--- src/rtl/bp_pkg.sv ---
// Branch prediction shared definitions.
// Provides the counter reset value, the PC bit where the table index starts,
// the default index type and a helper that extracts the index from a PC.
package bp_pkg;

    localparam int unsigned BHT_INDEX_BITS = 6;
    localparam int unsigned BHT_PC_WIDTH   = 32;
    localparam int unsigned COUNTER_RESET  = 1;  // weakly not-taken
    localparam int unsigned BHT_INDEX_LSB  = 2;  // instructions are word aligned

    typedef logic [BHT_INDEX_BITS-1:0] bht_index_t;

    // Index = pc[BHT_INDEX_BITS+1:2]; upper PC bits alias onto the same entry.
    function automatic bht_index_t bht_index(input logic [BHT_PC_WIDTH-1:0] pc);
        return bht_index_t'(pc >> BHT_INDEX_LSB);
    endfunction

endpackage

--- src/rtl/branch_history_table_sat_counter.sv ---
// Saturating up/down counter primitive.
// Ports:
//   clk          - clock, rising edge
//   reset        - asynchronous, active-high; loads RESET_VALUE
//   i_count_up   - step up by one, holding at all-ones
//   i_count_down - step down by one, holding at zero
//   o_value      - current counter value
// Simultaneous up and down leaves the value unchanged.
module branch_history_table_sat_counter #(
    parameter int unsigned WIDTH       = 2,
    parameter int unsigned RESET_VALUE = 1
) (
    input  logic             clk,
    input  logic             reset,
    input  logic             i_count_up,
    input  logic             i_count_down,
    output logic [WIDTH-1:0] o_value
);

    localparam logic [WIDTH-1:0] MaxValue   = '1;
    localparam logic [WIDTH-1:0] ResetValue = WIDTH'(RESET_VALUE);

    logic [WIDTH-1:0] r_value;
    logic [WIDTH-1:0] w_value_d;

    always_comb begin
        w_value_d = r_value;
        if (i_count_up && !i_count_down && (r_value != MaxValue)) begin
            w_value_d = r_value + 1'b1;
        end else if (i_count_down && !i_count_up && (r_value != '0)) begin
            w_value_d = r_value - 1'b1;
        end
    end

    always_ff @(posedge clk or posedge reset) begin
        if (reset) begin
            r_value <= ResetValue;
        end else begin
            r_value <= w_value_d;
        end
    end

    assign o_value = r_value;

endmodule

--- src/rtl/branch_history_table.sv ---
// Branch history table: 2^INDEX_BITS saturating direction counters.
// Ports:
//   clk, reset             - clock (rising edge), asynchronous active-high reset
//   i_predict_valid/pc     - fetch lookup request
//   i_stall                - freezes the prediction output registers
//   o_predict_taken/ready  - registered prediction for the last accepted lookup
//   i_update_valid/pc      - resolved branch from execute
//   i_update_taken         - actual outcome, trains the entry
//   i_update_predicted     - prediction that was used for the branch
//   o_mispredict           - registered pulse on a mispredicted update
//   o_mispredict_count     - saturating mispredict statistic
module branch_history_table
    import bp_pkg::*;
#(
    parameter int unsigned INDEX_BITS    = 6,
    parameter int unsigned COUNTER_WIDTH = 2,
    parameter int unsigned XLEN          = 32,
    parameter int unsigned STAT_WIDTH    = 16
) (
    input  logic                  clk,
    input  logic                  reset,
    input  logic                  i_predict_valid,
    input  logic [XLEN-1:0]       i_predict_pc,
    input  logic                  i_stall,
    output logic                  o_predict_taken,
    output logic                  o_predict_ready,
    input  logic                  i_update_valid,
    input  logic [XLEN-1:0]       i_update_pc,
    input  logic                  i_update_taken,
    input  logic                  i_update_predicted,
    output logic                  o_mispredict,
    output logic [STAT_WIDTH-1:0] o_mispredict_count
);

    localparam int unsigned NumEntries = 1 << INDEX_BITS;

    logic [INDEX_BITS-1:0]    w_pred_idx;
    logic [INDEX_BITS-1:0]    w_upd_idx;
    logic [NumEntries-1:0]    w_write_en;
    logic [COUNTER_WIDTH-1:0] w_counter [NumEntries];
    logic [COUNTER_WIDTH-1:0] w_read_value;
    logic [COUNTER_WIDTH-1:0] w_fwd_value;
    logic                     w_mispredict_now;
    logic                     w_unused;

    logic                  r_predict_taken;
    logic                  r_predict_ready;
    logic                  r_mispredict;
    logic [STAT_WIDTH-1:0] r_mispredict_count;

    // Only the index bits of each PC matter; the rest are deliberately dropped.
    assign w_unused = ^{i_predict_pc, i_update_pc};

    generate
        if (INDEX_BITS == BHT_INDEX_BITS && XLEN == BHT_PC_WIDTH) begin : g_pkg_index
            assign w_pred_idx = bht_index(i_predict_pc);
            assign w_upd_idx  = bht_index(i_update_pc);
        end else begin : g_param_index
            assign w_pred_idx = i_predict_pc[BHT_INDEX_LSB +: INDEX_BITS];
            assign w_upd_idx  = i_update_pc[BHT_INDEX_LSB +: INDEX_BITS];
        end
    endgenerate

    always_comb begin
        w_write_en = '0;
        if (i_update_valid) begin
            w_write_en[w_upd_idx] = 1'b1;
        end
    end

    generate
        for (genvar g = 0; g < NumEntries; g++) begin : g_entry
            branch_history_table_sat_counter #(
                .WIDTH       (COUNTER_WIDTH),
                .RESET_VALUE (COUNTER_RESET)
            ) u_counter (
                .clk          (clk),
                .reset        (reset),
                .i_count_up   (w_write_en[g] & i_update_taken),
                .i_count_down (w_write_en[g] & ~i_update_taken),
                .o_value      (w_counter[g])
            );
        end
    endgenerate

    assign w_read_value = w_counter[w_pred_idx];

    // A lookup that hits the entry being trained this edge sees the post-update
    // value, mirroring the counter's own saturating step.
    always_comb begin
        w_fwd_value = w_read_value;
        if (i_update_valid && (w_upd_idx == w_pred_idx)) begin
            if (i_update_taken) begin
                if (w_read_value != '1) begin
                    w_fwd_value = w_read_value + 1'b1;
                end
            end else begin
                if (w_read_value != '0) begin
                    w_fwd_value = w_read_value - 1'b1;
                end
            end
        end
    end

    assign w_mispredict_now = i_update_valid & (i_update_taken ^ i_update_predicted);

    always_ff @(posedge clk or posedge reset) begin
        if (reset) begin
            r_predict_taken    <= 1'b0;
            r_predict_ready    <= 1'b0;
            r_mispredict       <= 1'b0;
            r_mispredict_count <= '0;
        end else begin
            if (!i_stall) begin
                r_predict_ready <= i_predict_valid;
                r_predict_taken <= i_predict_valid & w_fwd_value[COUNTER_WIDTH-1];
            end
            // Statistics are independent of fetch stalls.
            r_mispredict <= w_mispredict_now;
            if (w_mispredict_now && (r_mispredict_count != '1)) begin
                r_mispredict_count <= r_mispredict_count + 1'b1;
            end
        end
    end

    assign o_predict_taken    = r_predict_taken;
    assign o_predict_ready    = r_predict_ready;
    assign o_mispredict       = r_mispredict;
    assign o_mispredict_count = r_mispredict_count;

endmodule
--- config.mk ---
export PLATFORM = sky130hd
export DESIGN_NAME = branch_history_table
export DESIGN_NICKNAME = d
export VERILOG_FILES = /design/src/rtl/bp_pkg.sv /design/src/rtl/branch_history_table_sat_counter.sv /design/src/rtl/branch_history_table.sv
export SDC_FILE = /design/constraint.sdc
export NUM_CORES = 1
export LEC_CHECK = 0
export CELL_PAD_IN_SITES_DETAIL_PLACEMENT = 1
export CELL_PAD_IN_SITES_GLOBAL_PLACEMENT = 2
export CORE_MARGIN = 2
export CORE_UTILIZATION = 39
export CTS_CLUSTER_SIZE = 20
export DETAILED_ROUTE_END_ITERATION = 10
export PLACE_DENSITY = 0.89
export SETUP_SLACK_MARGIN = 0.4
export SYNTH_ARGS = -nofsm -noshare
export SYNTH_HDL_FRONTEND = slang
export SYNTH_SLANG_ARGS = --single-unit
--- constraint.sdc ---
create_clock -name clk -period 12.6 [get_ports clk]
set_input_delay 2.52 -clock clk [delete_from_list [all_inputs] [get_ports clk]]
set_output_delay 2.52 -clock clk [all_outputs]
set_load 0.03 [all_outputs]
# --- Yosys cells after proc, flatten, opt, wreduce, memory -nomap -nowiden ---
# Index checks and enable logic that the tools add are counted.
word_totals:
  romBits: 0
  latch_bits: 0
  memories: 0
  mem_bits_rw: 0
  output_inout_bits: 19
  ff_bits: 147
  wordCells: 1056
op_classes:
  eq_ne: 67
  div: 0
  bitwise: 133
  n_reduce_logical: 516
  shifts: 0
  n_lt_le_gt_ge: 3
  n_mux: 138
  n_mul: 0
  add_sub_neg: 131
op_table:
  columns: ["op", "count"]
  rows:
  - ["2-to-1 mux 2 bit", 134]
  - ["logical AND 1 bit", 259]
  - ["nonzero test 2 bit", 129]
  - ["adder 2 x 1 -> 2 bit (second input constant)", 65]
  - ["AND 1 bit", 130]
  - ["inequality test 2 bit (second input constant)", 65]
  - ["subtractor 2 x 1 -> 2 bit (second input constant)", 65]
  - ["logical NOT 1 bit", 128]
  - ["2-to-1 mux 64 bit", 1]
  - ["adder 16 x 1 -> 16 bit (second input constant)", 1]
  - ["inequality test 16 bit (second input constant)", 1]
  - ["binary-select mux 2 bit (select 6 bit)", 1]
  - [">= comparator 7 bit (second input constant)", 1]
  - ["< comparator 6 x 7 -> 1 bit (second input constant)", 1]
  - ["NOT 6 -> 7 bit", 1]
  - ["demux 1 bit (select 6 bit)", 1]
  - ["== test 6 bit", 1]
  - [">= comparator 6 x 1 -> 1 bit (second input constant)", 1]
  - ["2-to-1 mux 1 bit", 1]
  - ["NOT 1 bit", 1]
  - ["XOR 1 bit", 1]

# --- Logic depth before layout (Yosys ltp) ---
# Gate-level depths: netlist of the first run.
logic_depth:
  depth_word: 11
  mapped_depth: 9
  ltp_nobuf: 7

# --- By module ---
# Synthesis of the first run repeated with hierarchy kept, for this count alone.
hier_totals:
  cells_unflattened: 1198
  hier_area_um2: 10680.2
modules_own_cells:
  columns: ["module", "cells_each", "area_per_inst_um2", "instances"]
  rows:
  - ["branch_history_table_sat_counter", 13, 121.4, 64]
  - ["branch_history_table", 366, 2912.8, 1]

# --- Least setup slack after synthesis of the first run ---
# Ideal clock, no wire load.
synth_path:
  path_type: "in2reg"
  from: "input port i_predict_pc[2]"
  to: "register r_predict_taken, in the netlist o_predict_taken"
  path_stages: 8
  n_path_buf: 2
  setup_ns: 0.132
  path_slack_ns: 8.355
  arrival_ns: 4.113
  required_ns: 12.468
  path_cell_list: "buf_6 buf_12 mux4_2 mux2_2 a221oi_2 a211oi_2 a31oi_1 o221ai_2"
synth_between:
  elab_chain_cells: 9
  word_cells_on_any_way: 15
  classes_between: "add/sub: 2; eq/ne: 2; mux: 7; bitwise: 2; reduce/logical: 2"
synth_rtl:
  columns: ["element", "line_no", "rtl"]
  rows:
  - ["start, declared", "branch_history_table.sv:23", "input logic [XLEN-1:0] i_predict_pc,"]
  - ["NOT 6 -> 7 bit (implied by the code)", "branch_history_table.sv:86", "assign w_read_value = w_counter[w_pred_idx];"]
  - ["binary-select mux 2 bit (select 6 bit)", "branch_history_table.sv:86", null]
  - ["2-to-1 mux 2 bit (implied by the code) (2 in series)", "branch_history_table.sv:86", null]
  - ["subtractor 2 x 1 -> 2 bit, or another cell as far along", "branch_history_table.sv:99", "w_fwd_value = w_read_value - 1'b1;"]
  - ["2-to-1 mux 2 bit, on equally long branches", "branch_history_table.sv:98, branch_history_table.sv:94", null]
  - ["2-to-1 mux 2 bit", "branch_history_table.sv:93", "if (i_update_taken) begin"]
  - ["2-to-1 mux 2 bit (*)", "branch_history_table.sv:92", "if (i_update_valid && (w_upd_idx == w_pred_idx)) begin"]
  - ["AND 1 bit (*)", "branch_history_table.sv:116", "r_predict_taken <= i_predict_valid & w_fwd_value[COUNTER_WIDTH-1];"]
  - ["end signal, assigned", "branch_history_table.sv:116", null]
  - ["end, declared", "branch_history_table.sv:46", "logic r_predict_taken;"]
# Mark *: on every way between the ends. The rest lies on a longest branch, timed or not. The select of a mux whose other input is x is not followed.
# A chain may end at the register's enable or synchronous reset.

# --- Worst setup path in the final report of the first run ---
layout_path:
  from: "input port i_predict_pc[5]"
  to: "register r_predict_taken, in the netlist o_predict_taken"
# The elaborated chain is that of the path after synthesis.

==> results of run 1 <==
## per-layer routing
metal	track usage	up-vias	wire (um)
met4	0.07848	0	654
li1	-	3505	-
met2	0.3771	150	12590
met3	0.03727	37	929
met5	0	-	0
met1	0.2946	3809	11500
## how the worst max path moves through the flow
stage                               start                               to  slack (ps)
after floorplan                     reset  g_entry[0].u_counter.o_value[1]        6230
after global placement    i_predict_pc[5]                  o_predict_taken        7340
after detailed placement  i_predict_pc[5]                  o_predict_taken        7310
after CTS                 i_predict_pc[5]                  o_predict_taken        7750
after global routing      i_predict_pc[5]                  o_predict_taken        7640
final                     i_predict_pc[5]                  o_predict_taken        7730
## per-stage QoR
| step | area, um^2 | hold slack [ps] | cells | worst slack [ps] | total power (W) |
|---|---|---|---|---|---|
| after floorplan | 8845 | 455.6 | 977 | 6235 | 0.0006598 |
| after detailed placement | 9325 | 476.0 | 1245 | 7313 | 0.0007193 |
| after global routing | 9991 | 508.9 | 1277 | 7638 | 0.001344 |
| after CTS | 9991 | 489.8 | 1277 | 7750 | 0.001306 |
| after global placement | 9325 | 468.3 | 1245 | 7343 | 0.0007151 |
| final | 9991 | 483.5 | 1277 | 7726 | 0.001293 |
## layout make-up
type                            count  share of cell area
Timing Repair Buffer               44             0.04145
Tap cell                          285             0.03569
Clock buffer                       18             0.04396
Inverter                           43             0.01666
Sequential cell                   147              0.3762
Multi-Input combinational cell    726              0.4634
Clock inverter                     14             0.02267
## flip-flops by register name (all words and copies together), names as in the netlist
name                       flops
o_mispredict_count            16
o_predict_ready                1
g_entry.u_counter.o_value    128
o_mispredict                   1
o_predict_taken                1
## logic make-up (layout without fill, tap and decap cells)
family	Yosys count	in the layout	share of synthesized area
flops	147	147	0.4250
fa+ha+maj	1	1	0.001414
mux	78	78	0.1275
buf+inv	104	119	0.05163
compound gates	310	310	0.2034
xor+xnor	22	22	0.02179
simple gates	315	315	0.1693
## synth_stat cells (5+ instances only)
cell and number:
a21oi_1 134, nor2_1 119, o21ai_0 89, dfrtp_1 83, nand2_1 75, dfstp_2 64, clkbuf_1 45, mux2i_1 44
inv_1 43, or3_1 37, mux4_2 27, o21ai_1 21, a211oi_1 18, nand3_1 17, xnor2_1 15, or2_1 12
o21a_1 11, o221a_1 9, nor2b_1 8, nand3b_1 7, xor2_1 7, nand2b_1 6, nand4_1 6, nor3_1 6
buf_1 5, mux2_2 5, o221a_2 5
## power groups by stage
stage,clock network [W],registers [W],logic (W)
5_1_grt,0.000613,0.000540,0.000191
3_3_place_gp,0,0.000542,0.000173
2_1_floorplan,0,0.000555,0.000105
3_5_place_dp,0,0.000543,0.000177
4_1_cts,0.000592,0.000536,0.000178
6_report,0.000581,0.000536,0.000176
==> summary.txt, run 1 <==
Pwr
  – Int Power: roughly 0.00094 W
  – Clock power frac: 0.450
  – Sequential Power Share: 0.414
  – Switch share: 0.2721
  – Peak supply drop: just under 0.1 mV
  – Logic pwr share: 0.136
  – Power Density: roughly 130 mW/mm^2
  – Leakage power: 3.625 nW
  – Sw Pwr: 0.0003518 W

Finish
  – Most frequent cells in the layout: a21oi_1 (134), nor2_1 (119), o21ai_0 (89), dfrtp_1 (83), nand2_1 (75)
  – Area grow syn2layout: 12.96%
  – Util after Layout: 0.4453
  – Register area: 0.003759 mm^2
  – Fillers: 2,625
  – Area of the multi-input gates: between 0.004 and 0.005 mm^2
  – Commonest non-fill, non-tap cell in the layout: a21oi_1
  – Final #Nets: 1,051
  – Share of cells above drive strength 1: 0.1492
  – ANT cells: 0

Setup path
  – Maximum fanout along the worst path: 24
  – Type of origin of the critical path: input pin
  – Family with the most delay on the worst path: compound AO/OA/AOI/OAI gates
  – Crit path DAT: 5170 ps
  – Crit. End Element: flip-flop
  – Cell Chain, Critical Path: clkdlybuf4s50_1 > buf_4 > mux4_2 > mux2_2 > a221oi_1 > a2111oi_1 > a21boi_0 > o221ai_2
  – Setup slack, reg-to-reg: 10,310 ps
  – FF-to-FF Start: g_entry[43].u_counter.o_value[0]
  – Critical Path Max Stage Delay: 560 ps
  – R2R depth: 6
  – Worst Path Required: 12,900 ps
  – R2r endpoint: o_predict_taken
  – WP depth: 8
  – Critical path class: in2reg
  – CP max-delay cell: mux4_2
  – Crit path buf inv count: 2

Logic synthesis
  – Asr flop ratio synth: 1.000
  – Synth top area share: 0.2348
  – Post-Syn Area per Cell: slightly above 9 um^2
  – Mapped Cells: around 1,000
  – Synth top area cells: dfrtp_1 (23%), dfstp_2 (19%), a21oi_1 (7.6%), mux4_2 (6.9%), nor2_1 (5.1%)
  – Netlist Area Pre-Place: slightly below 0.009 mm^2
  – Post-Syn Nets: about 1.0k
  – Count of cell types in the netlist: 59
  – Sequential cell area fraction in the yosys report: 0.4250
  – Synth warn: 0
  – Number of synthesized register bits: 147
  – Ys flop type: dfrtp_1
  – Post-synth EDFFs: 0
  – Yosys top cell by area: dfrtp_1

Route
  – Pre-antenna DRT Iters: 5
  – Overall routed net length: approximately 26 mm
  – Drc violations: 0
  – Initial DRC Count: around 450
  – Remaining antenna violation count: 0
  – Per-cell routed wire length: 20.11 um
  – DR vias/cell: around 6
  – Vias: around 7.5k

Hold path
  – Hold Crit Class: reg2reg
  – Hold path cells: 1
  – Hold path endpoint: o_predict_ready
  – Hold_sp: o_predict_ready

STA
  – Setup violations, final: 0
  – Minimum clock period: 4874 ps
  – Achievable frequency: 205.2 MHz
  – Final Cycle Share: 0.3868
  – Final-report max-slew violation count: 0
  – Worst-margin pin slew: 1207 ps
  – Final Hold Viols: 0
  – Setup TNS Final: 0 ps
  – Worst Skew: roughly 9 ps
  – Headroom to the max-slew limit: 0.1892
  – RSZ-0062 raised after global routing: no

Clock network
  – Longest Clk Path Bufs: 2
  – Clk root buf: clkbuf_16
  – CTS clock-pin slew for the worst setup and hold paths: around 60 ps
  – CTS Sinks: between 100 and 150
  – Worst-skew pair later-pin latency: 430 ps
  – Post-CTS Hold Fix Bufs: 0
  – CTS resizes: 0
  – Post-CTS Setup Bufs: 0
  – H-tree levels: 4
  – CTS Buf Count: 17
  – CTS tree: yes

Floorplanning
  – Die Wd: 154.6 um
  – # rows: between 50 and 60
  – Core area: approximately 0.022 mm^2
  – Die height: 154.6 um
  – # IOs: 90
  – Initial Utilization: 0.3943
  – Die Area: 0.02390 mm^2

GRT
  – Number of global-route vias before repair: approximately 7.8k
  – First-pass GRT wire length: 42.41 mm
  – Initial antenna violation count: 0
  – Largest net degree at the start of global routing: 121
  – Gr ovfl total: 0
  – GRT Total Usage: 0.2244

Status
  – Status: finished clean

Job
  – Max cap viols: 0

Placement
  – PortBufs: 37
  – Routability-driven placement congestion ratio: 0.7724
  – Post-DP HPWL: 16.23 mm
No activity file was read; power rests on OpenSTA's default activity.
==> run 2: changes to the inputs <==
- CORE_UTILIZATION: 39 -> 36
- PLACE_DENSITY: 0.89 -> 0.83
- clock period: 12.6 -> 4.93 ns (I/O delays scaled with it)
==> run 2 against run 1 <==
Routed wire length shrank 0.19%. Cell count is 3.3% higher. Highest routed layer unchanged. Sequential cell count did not move. Combinational power increased to 2.6 times the previous value. Utilization is 3.3 points lower. Critical path depth stayed put. Largest power group is now registers.
==> summary.txt, run 2 (synthesized netlist as in run 1, its figures left out) <==
Setup path
  – Cell Chain, Critical Path: buf_2 > buf_4 > mux4_2 > mux2i_1 > and3_1 > a31oi_1 > a21boi_0 > o221ai_2
  – Critical path class: in2reg
  – R2r endpoint: o_predict_taken
  – Critical Path Max Stage Delay: 650 ps (+90 ps)
  – Worst Path Required: 5230 ps (-7670 ps)
  – Crit path DAT: 3410 ps (-1760 ps)
  – CP max-delay cell: buf_2
  – Crit. End Element: flip-flop
  – R2R depth: 6 (unchanged)
  – Setup slack, reg-to-reg: 2800 ps (-7510 ps)
  – Maximum fanout along the worst path: 24 (unchanged)
  – FF-to-FF Start: g_entry[42].u_counter.o_value[0]
  – Type of origin of the critical path: input pin

STA
  – Minimum clock period: just over 3000 ps
  – Final Hold Viols: 0 (unchanged)
  – Final Cycle Share: 0.6310
  – Setup violations, final: 0 (unchanged)
  – Headroom to the max-slew limit: 0.2370 (+0.04783)
  – Final-report max-slew violation count: 0 (unchanged)
  – Setup TNS Final: 0 ps (unchanged)
  – RSZ-0062 raised after global routing: no
  – Achievable frequency: 321.5 MHz
  – Worst-margin pin slew: 1136 ps (-71.20 ps)
  – Final setup margin: 1819 ps (-5907 ps)
  – Worst Skew: 8.345 ps (-0.7268 ps)

Job
  – Max cap viols: 0 (unchanged)

Placement
  – Pre-CTS setup slack: 1372 ps (-5941 ps)
  – Post-DP HPWL: 16.99 mm (+4.7%)
  – PortBufs: 37 (unchanged)
  – Routability-driven placement congestion ratio: 0.7781 (+0.74%)
  – Area after DPL: 0.009420 mm^2 (+1.0%)
  – Placed cell count: 1,287 (+3.4%)

Clock network
  – CTS clock-pin slew for the worst setup and hold paths: 60 ps (about the same)
  – Longest Clk Path Bufs: 2 (unchanged)
  – Clk root buf: clkbuf_16
  – CTS Sinks: 147 (unchanged)
  – H-tree levels: 4 (unchanged)
  – CTS tree: yes
  – Worst-skew pair later-pin latency: 430 ps (about the same)
  – Post-CTS Hold Fix Bufs: 0 (unchanged)
  – CTS Buf Count: 17 (unchanged)
  – Post-CTS Setup Bufs: 0 (unchanged)
  – CTS resizes: 0 (unchanged)

Route
  – DR vias/cell: 5.619 (-4.3%)
  – Overall routed net length: 25.63 mm (-0.19%)
  – Initial DRC Count: 407 (-9.2%)
  – Per-cell routed wire length: 19.43 um (-3.4%)
  – Remaining antenna violation count: 0 (unchanged)
  – Vias: 7,411 (-1.2%)
  – Drc violations: 0 (unchanged)
  – Pre-antenna DRT Iters: 7 (+2)

Finish
  – ANT cells: 0 (unchanged)
  – Max reg flops: 128 (unchanged)
  – Final non-filler cell total: 1,319 (+3.3%)
  – Area grow syn2layout: 13.11%
  – Share of cells above drive strength 1: 0.1508 (+0.001560)
  – Commonest non-fill, non-tap cell in the layout: a21oi_1
  – Final instance area: 0.01000 mm^2 (+0.14%)
  – Final #Nets: 1,054 (+0.29%)
  – Area of the multi-input gates: 0.004629 mm^2 (unchanged)
  – Most frequent cells in the layout: a21oi_1 (134), nor2_1 (119), o21ai_0 (89), dfrtp_1 (83), nand2_1 (75)
  – Fillers: 2,829 (+7.8%)
  – Register area: 0.003759 mm^2 (unchanged)

Hold path
  – Hold_sp: g_entry[26].u_counter.o_value[0]
  – Hold path endpoint: g_entry[26].u_counter.o_value[0]
  – Hold Crit Class: reg2reg
  – Hold path cells: 2 (+1)

Floorplanning
  – Core area: 0.02425 mm^2 (+8.1%)
  – Die Wd: 160.7 um (+4.0%)
  – Die height: 160.7 um (+4.0%)
  – Initial Utilization: 0.3648 (-0.02950)
  – Die Area: 0.02584 mm^2 (+8.1%)
  – # IOs: 90 (unchanged)
  – # rows: 57 (+3.6%)

GRT
  – Initial antenna violation count: 0 (unchanged)
  – Gr ovfl total: 0 (unchanged)
  – First-pass GRT wire length: 42.37 mm (about the same)
  – Number of global-route vias before repair: 7,663 (-1.7%)
  – GRT Total Usage: 0.2076 (-0.01681)
  – Largest net degree at the start of global routing: 224 (+85%)

Pwr
  – Power Density: 314.8 mW/mm^2 (+140%)
  – Leakage power: 3.617 nW (-0.23%)
  – Peak supply drop: 0.2199 mV (+120%)

Status
  – Status: finished clean
-- run 2: changes by cell type in the layout (fill, tap and decap cells not counted), sizes merged --
cell	previous run	this run
clkbuf	18	20
buf	10	13
inv	46	45
clkinv	4	6
bufinv	5	2
-- run 2: metrics by stage --
step / utilization / hold slack [ps] / power (W)
after global routing: 0.4126 / 503.2 / 0.003279
after detailed placement: 0.3885 / 481.5 / 0.001849
after floorplan: - / 455.6 / 0.001687
after CTS: 0.4126 / 492.6 / 0.003184
final: 0.4126 / 485.8 / 0.003149
after global placement: 0.3885 / 466.7 / 0.001835
-- run 2: area by class of cell --
cell class | count | area share
Clock buffer | 20 | 0.04565
Clock inverter | 12 | 0.01276
Inverter | 43 | 0.01651
Multi-Input combinational cell | 726 | 0.4627
Sequential cell | 147 | 0.3757
Tap cell | 324 | 0.04052
Timing Repair Buffer | 47 | 0.04615
-- run 2: power by group --
part / leakage (nW) / switching, W / internal, W / total (W)
Clock: 0.291 / 0.000551 / 0.000773 / 0.00132
Combinational: 1.66 / 0.000273 / 0.000182 / 0.000455
Sequential: 1.66 / 0.0000626 / 0.00131 / 0.00137
Total: 3.62 / 0.000887 / 0.00226 / 0.00315
-- run 2: layer usage --
layer	vias up	share of wire	GRT usage
li1	3514	-	-
met1	3781	0.48	0.2843
met2	95	0.48	0.3468
met3	21	0.024	0.03022
met4	0	0.011	0.05317
met5	-	0	0
-- run 2: worst max path at each step --
stage	start	endpoint	slack, ps	cells after the start
4_1_cts	i_predict_pc[4]	o_predict_taken	1810	8
5_1_grt	i_predict_pc[5]	o_predict_taken	1500	7
6_report	i_predict_pc[2]	o_predict_taken	1820	8
3_3_place_gp	i_predict_pc[4]	o_predict_taken	1360	8
3_5_place_dp	i_predict_pc[4]	o_predict_taken	1370	8
2_1_floorplan	reset	g_entry[0].u_counter.o_value[1]	2150	1
-- run 2: worst max-delay path: cells and delay by family --
kind                   cells  cell delay, ps
buffers and inverters      2             950
multiplexers               2             790
AO/OA/AOI/OAI              3             470
AND/OR/NAND/NOR            1             200
==> run 3: changes to the inputs <==
- CORE_UTILIZATION: 36 -> 32
- PLACE_DENSITY: 0.83 -> 0.78
- clock period: 4.93 -> 2.8 ns (I/O delays scaled with it)
==> run 3 against run 2 <==
Sequential share of layout area fell by 2.2 points. Count of clock-buffer cells in the layout did not move. Clock power rose by 90%. Utilization fell by 1.9 points. Combinational power rose by 91%. Final area rose by 6.2%. Routed wire length rose by 5.8%. Cell count rose by 6.3%. Worst hold slack got worse by 39 ps. Clock skew barely moved. Critical path type unchanged. Largest power group is now the clock network.
==> summary.txt, run 3 (synthesized netlist as in run 1, its figures left out) <==
Status
  – Status: finished clean

Setup path
  – Family with the most delay on the worst path: multiplexers
  – Crit path buf inv count: 1 (-1)
  – CP max-delay cell: clkdlybuf4s50_1
  – R2R depth: 6 (unchanged)
  – Critical path class: in2reg
  – Maximum fanout along the worst path: 2 (-92%)
  – Worst Path Required: 3120 ps (-2110 ps)
  – Crit path DAT: 2690 ps (-720 ps)
  – FF-to-FF Start: g_entry[43].u_counter.o_value[0]
  – Critical Path Max Stage Delay: 550 ps (-100 ps)
  – R2r endpoint: o_predict_taken
  – Type of origin of the critical path: input pin
  – Crit. End Element: flip-flop
  – Setup slack, reg-to-reg: 750 ps (-2050 ps)
  – Cell Chain, Critical Path: clkdlybuf4s50_1 > mux4_2 > mux2_2 > a221oi_2 > a2111oi_2 > a21boi_1 > o221ai_2

Finish
  – Share of cells above drive strength 1: 0.2055 (+0.05471)
  – Register area: 0.003759 mm^2 (unchanged)
  – Commonest non-fill, non-tap cell in the layout: a21oi_1
  – ANT cells: 0 (unchanged)
  – Max reg flops: 128 (unchanged)
  – Fillers: 3,126 (+10%)
  – Area of the multi-input gates: 0.004643 mm^2 (+0.30%)
  – Final #Nets: 1,120 (+6.3%)
  – Final instance area: 0.01063 mm^2 (+6.2%)
  – Most frequent cells in the layout: a21oi_1 (134), nor2_1 (119), o21ai_0 (89), dfrtp_1 (83), nand2_1 (75)
  – Area grow syn2layout: 20.17%

Floorplanning
  – Die Wd: 170.3 um (+5.9%)
  – # rows: 60 (+5.3%)
  – Die height: 170.3 um (+5.9%)
  – Core area: 0.02703 mm^2 (+11%)
  – Die Area: 0.02899 mm^2 (+12%)
  – # IOs: 90 (unchanged)
  – Initial Utilization: 0.3273 (-0.03749)

STA
  – Final Hold Viols: 0 (unchanged)
  – Final Cycle Share: 0.8465
  – Setup TNS Final: 0 ps (unchanged)
  – Final-report max-slew violation count: 0 (unchanged)
  – Setup violations, final: 0 (unchanged)
  – Achievable frequency: approximately 420 MHz
  – Hold Worst Slack: 446.5 ps (-39.27 ps)
  – Minimum clock period: 2370 ps
  – Worst-margin pin slew: 673.8 ps (-461.8 ps)
  – Worst Skew: 8.698 ps (+0.3525 ps)
  – Headroom to the max-slew limit: 0.5508 (+0.3137)
  – RSZ-0062 raised after global routing: yes

GRT
  – Gr ovfl total: 0 (unchanged)
  – GRT Total Usage: 0.2000 (-0.007562)
  – Initial antenna violation count: 0 (unchanged)
  – Number of global-route vias before repair: 8,002 (+4.4%)
  – First-pass GRT wire length: 44.53 mm (+5.1%)
  – Largest net degree at the start of global routing: 150 (-33%)

Hold path
  – Hold Crit Class: in2reg
  – Hold path cells: 3 (+1)
  – Hold_sp: i_update_taken
  – Hold path endpoint: g_entry[6].u_counter.o_value[1]

Clock network
  – H-tree levels: 4 (unchanged)
  – Clk root buf: clkbuf_16
  – Longest Clk Path Bufs: 2 (unchanged)
  – Post-CTS Setup Bufs: 0 (unchanged)
  – CTS tree: yes
  – Worst-skew pair later-pin latency: 440 ps (about the same)
  – CTS Buf Count: 17 (unchanged)
  – CTS Sinks: 147 (unchanged)
  – CTS clock-pin slew for the worst setup and hold paths: 60 ps (about the same)
  – Post-CTS Hold Fix Bufs: 0 (unchanged)

Job
  – Max cap viols: 0 (unchanged)

Pwr
  – Power Density: 544.6 mW/mm^2 (+73%)
  – Leakage power: 3.960 nW (+9.5%)
  – Peak supply drop: 0.4840 mV (+120%)
  – Overall Power: 0.005789 W (+84%)

Route
  – Initial DRC Count: 432 (+6.1%)
  – DR vias/cell: 5.438 (-3.2%)
  – Overall routed net length: 27.11 mm (+5.8%)
  – Drc violations: 0 (unchanged)
  – Pre-antenna DRT Iters: 4 (-3)
  – Vias: 7,624 (+2.9%)
  – Remaining antenna violation count: 0 (unchanged)
  – Per-cell routed wire length: 19.33 um (-0.50%)

Placement
  – PortBufs: 37 (unchanged)
  – Routability-driven placement congestion ratio: 0.7950 (+2.2%)
  – Post-DP HPWL: 19.10 mm (+12%)
  – Area after DPL: 0.009987 mm^2 (+6.0%)
-- run 3: changes by cell type in the layout (fill, tap and decap cells not counted), moves of 2 or more --
| cell | delta |
|---|---|
| inv_6 | -3 |
| clkinvlp_4 | +3 |
| bufinv_16 | +2 |
| buf_4 | +62 |
| clkinv_2 | -4 |
| buf_12 | +4 |
| clkinv_4 | +2 |
-- run 3: per-layer routing --
metal	track usage	up-vias	routed length, um
li1	-	3643	-
met1	0.2661	3826	12630
met2	0.3263	122	12810
met3	0.03535	33	1028
met4	0.07358	0	635
met5	0	-	0
-- run 3: worst max path at each step --
stage / from / endpoint / slack, ps / cells past startpoint
floorplan: reset / g_entry[0].u_counter.o_value[1] / 450 / 1
global placement: i_predict_pc[5] / o_predict_taken / -160 / 7
detailed placement: i_predict_pc[5] / o_predict_taken / -160 / 7
CTS: i_predict_pc[5] / o_predict_taken / 430 / 9
global route: i_predict_pc[5] / o_predict_taken / 340 / 9
finish: i_predict_pc[5] / o_predict_taken / 430 / 7
-- run 3: layout make-up --
type / instances / area share
Multi-Input combinational cell: 726 / 0.4368
Inverter: 43 / 0.01554
Clock inverter: 12 / 0.01707
Timing Repair Buffer: 113 / 0.09476
Clock buffer: 20 / 0.04202
Sequential cell: 147 / 0.3536
Tap cell: 341 / 0.04014
-- run 3: repair_timing --
action                                 in CTS  in global routing
resized for setup                           2                  2
setup endpoints to repair                   1                  4
endpoints found under the hold margin       0                  0
-- run 3: worst register-to-register path: cells and delay by family, from the launching register on --
family | cells | cell delay, ps
muxes | 2 | 770
AOI/OAI and AO/OA | 4 | 750
DFF | 1 | 400
-- run 3: power by group --
part	switching, W	internal, W	total, W
Combinational	0.000501	0.000368	0.000870
Sequential	0.000109	0.00230	0.00241
Clock	0.000991	0.00152	0.00251
-- run 3: metrics by stage --
stage / worst slack (ps) / cells / util
6_report: 429.9 / 1402 / 0.3933
5_1_grt: 342.6 / 1402 / 0.3933
4_1_cts: 430.9 / 1402 / 0.3930
3_5_place_dp: -156.4 / 1370 / 0.3695
3_3_place_gp: -160.7 / 1370 / 0.3695
2_1_floorplan: 445.2 / 977 / -
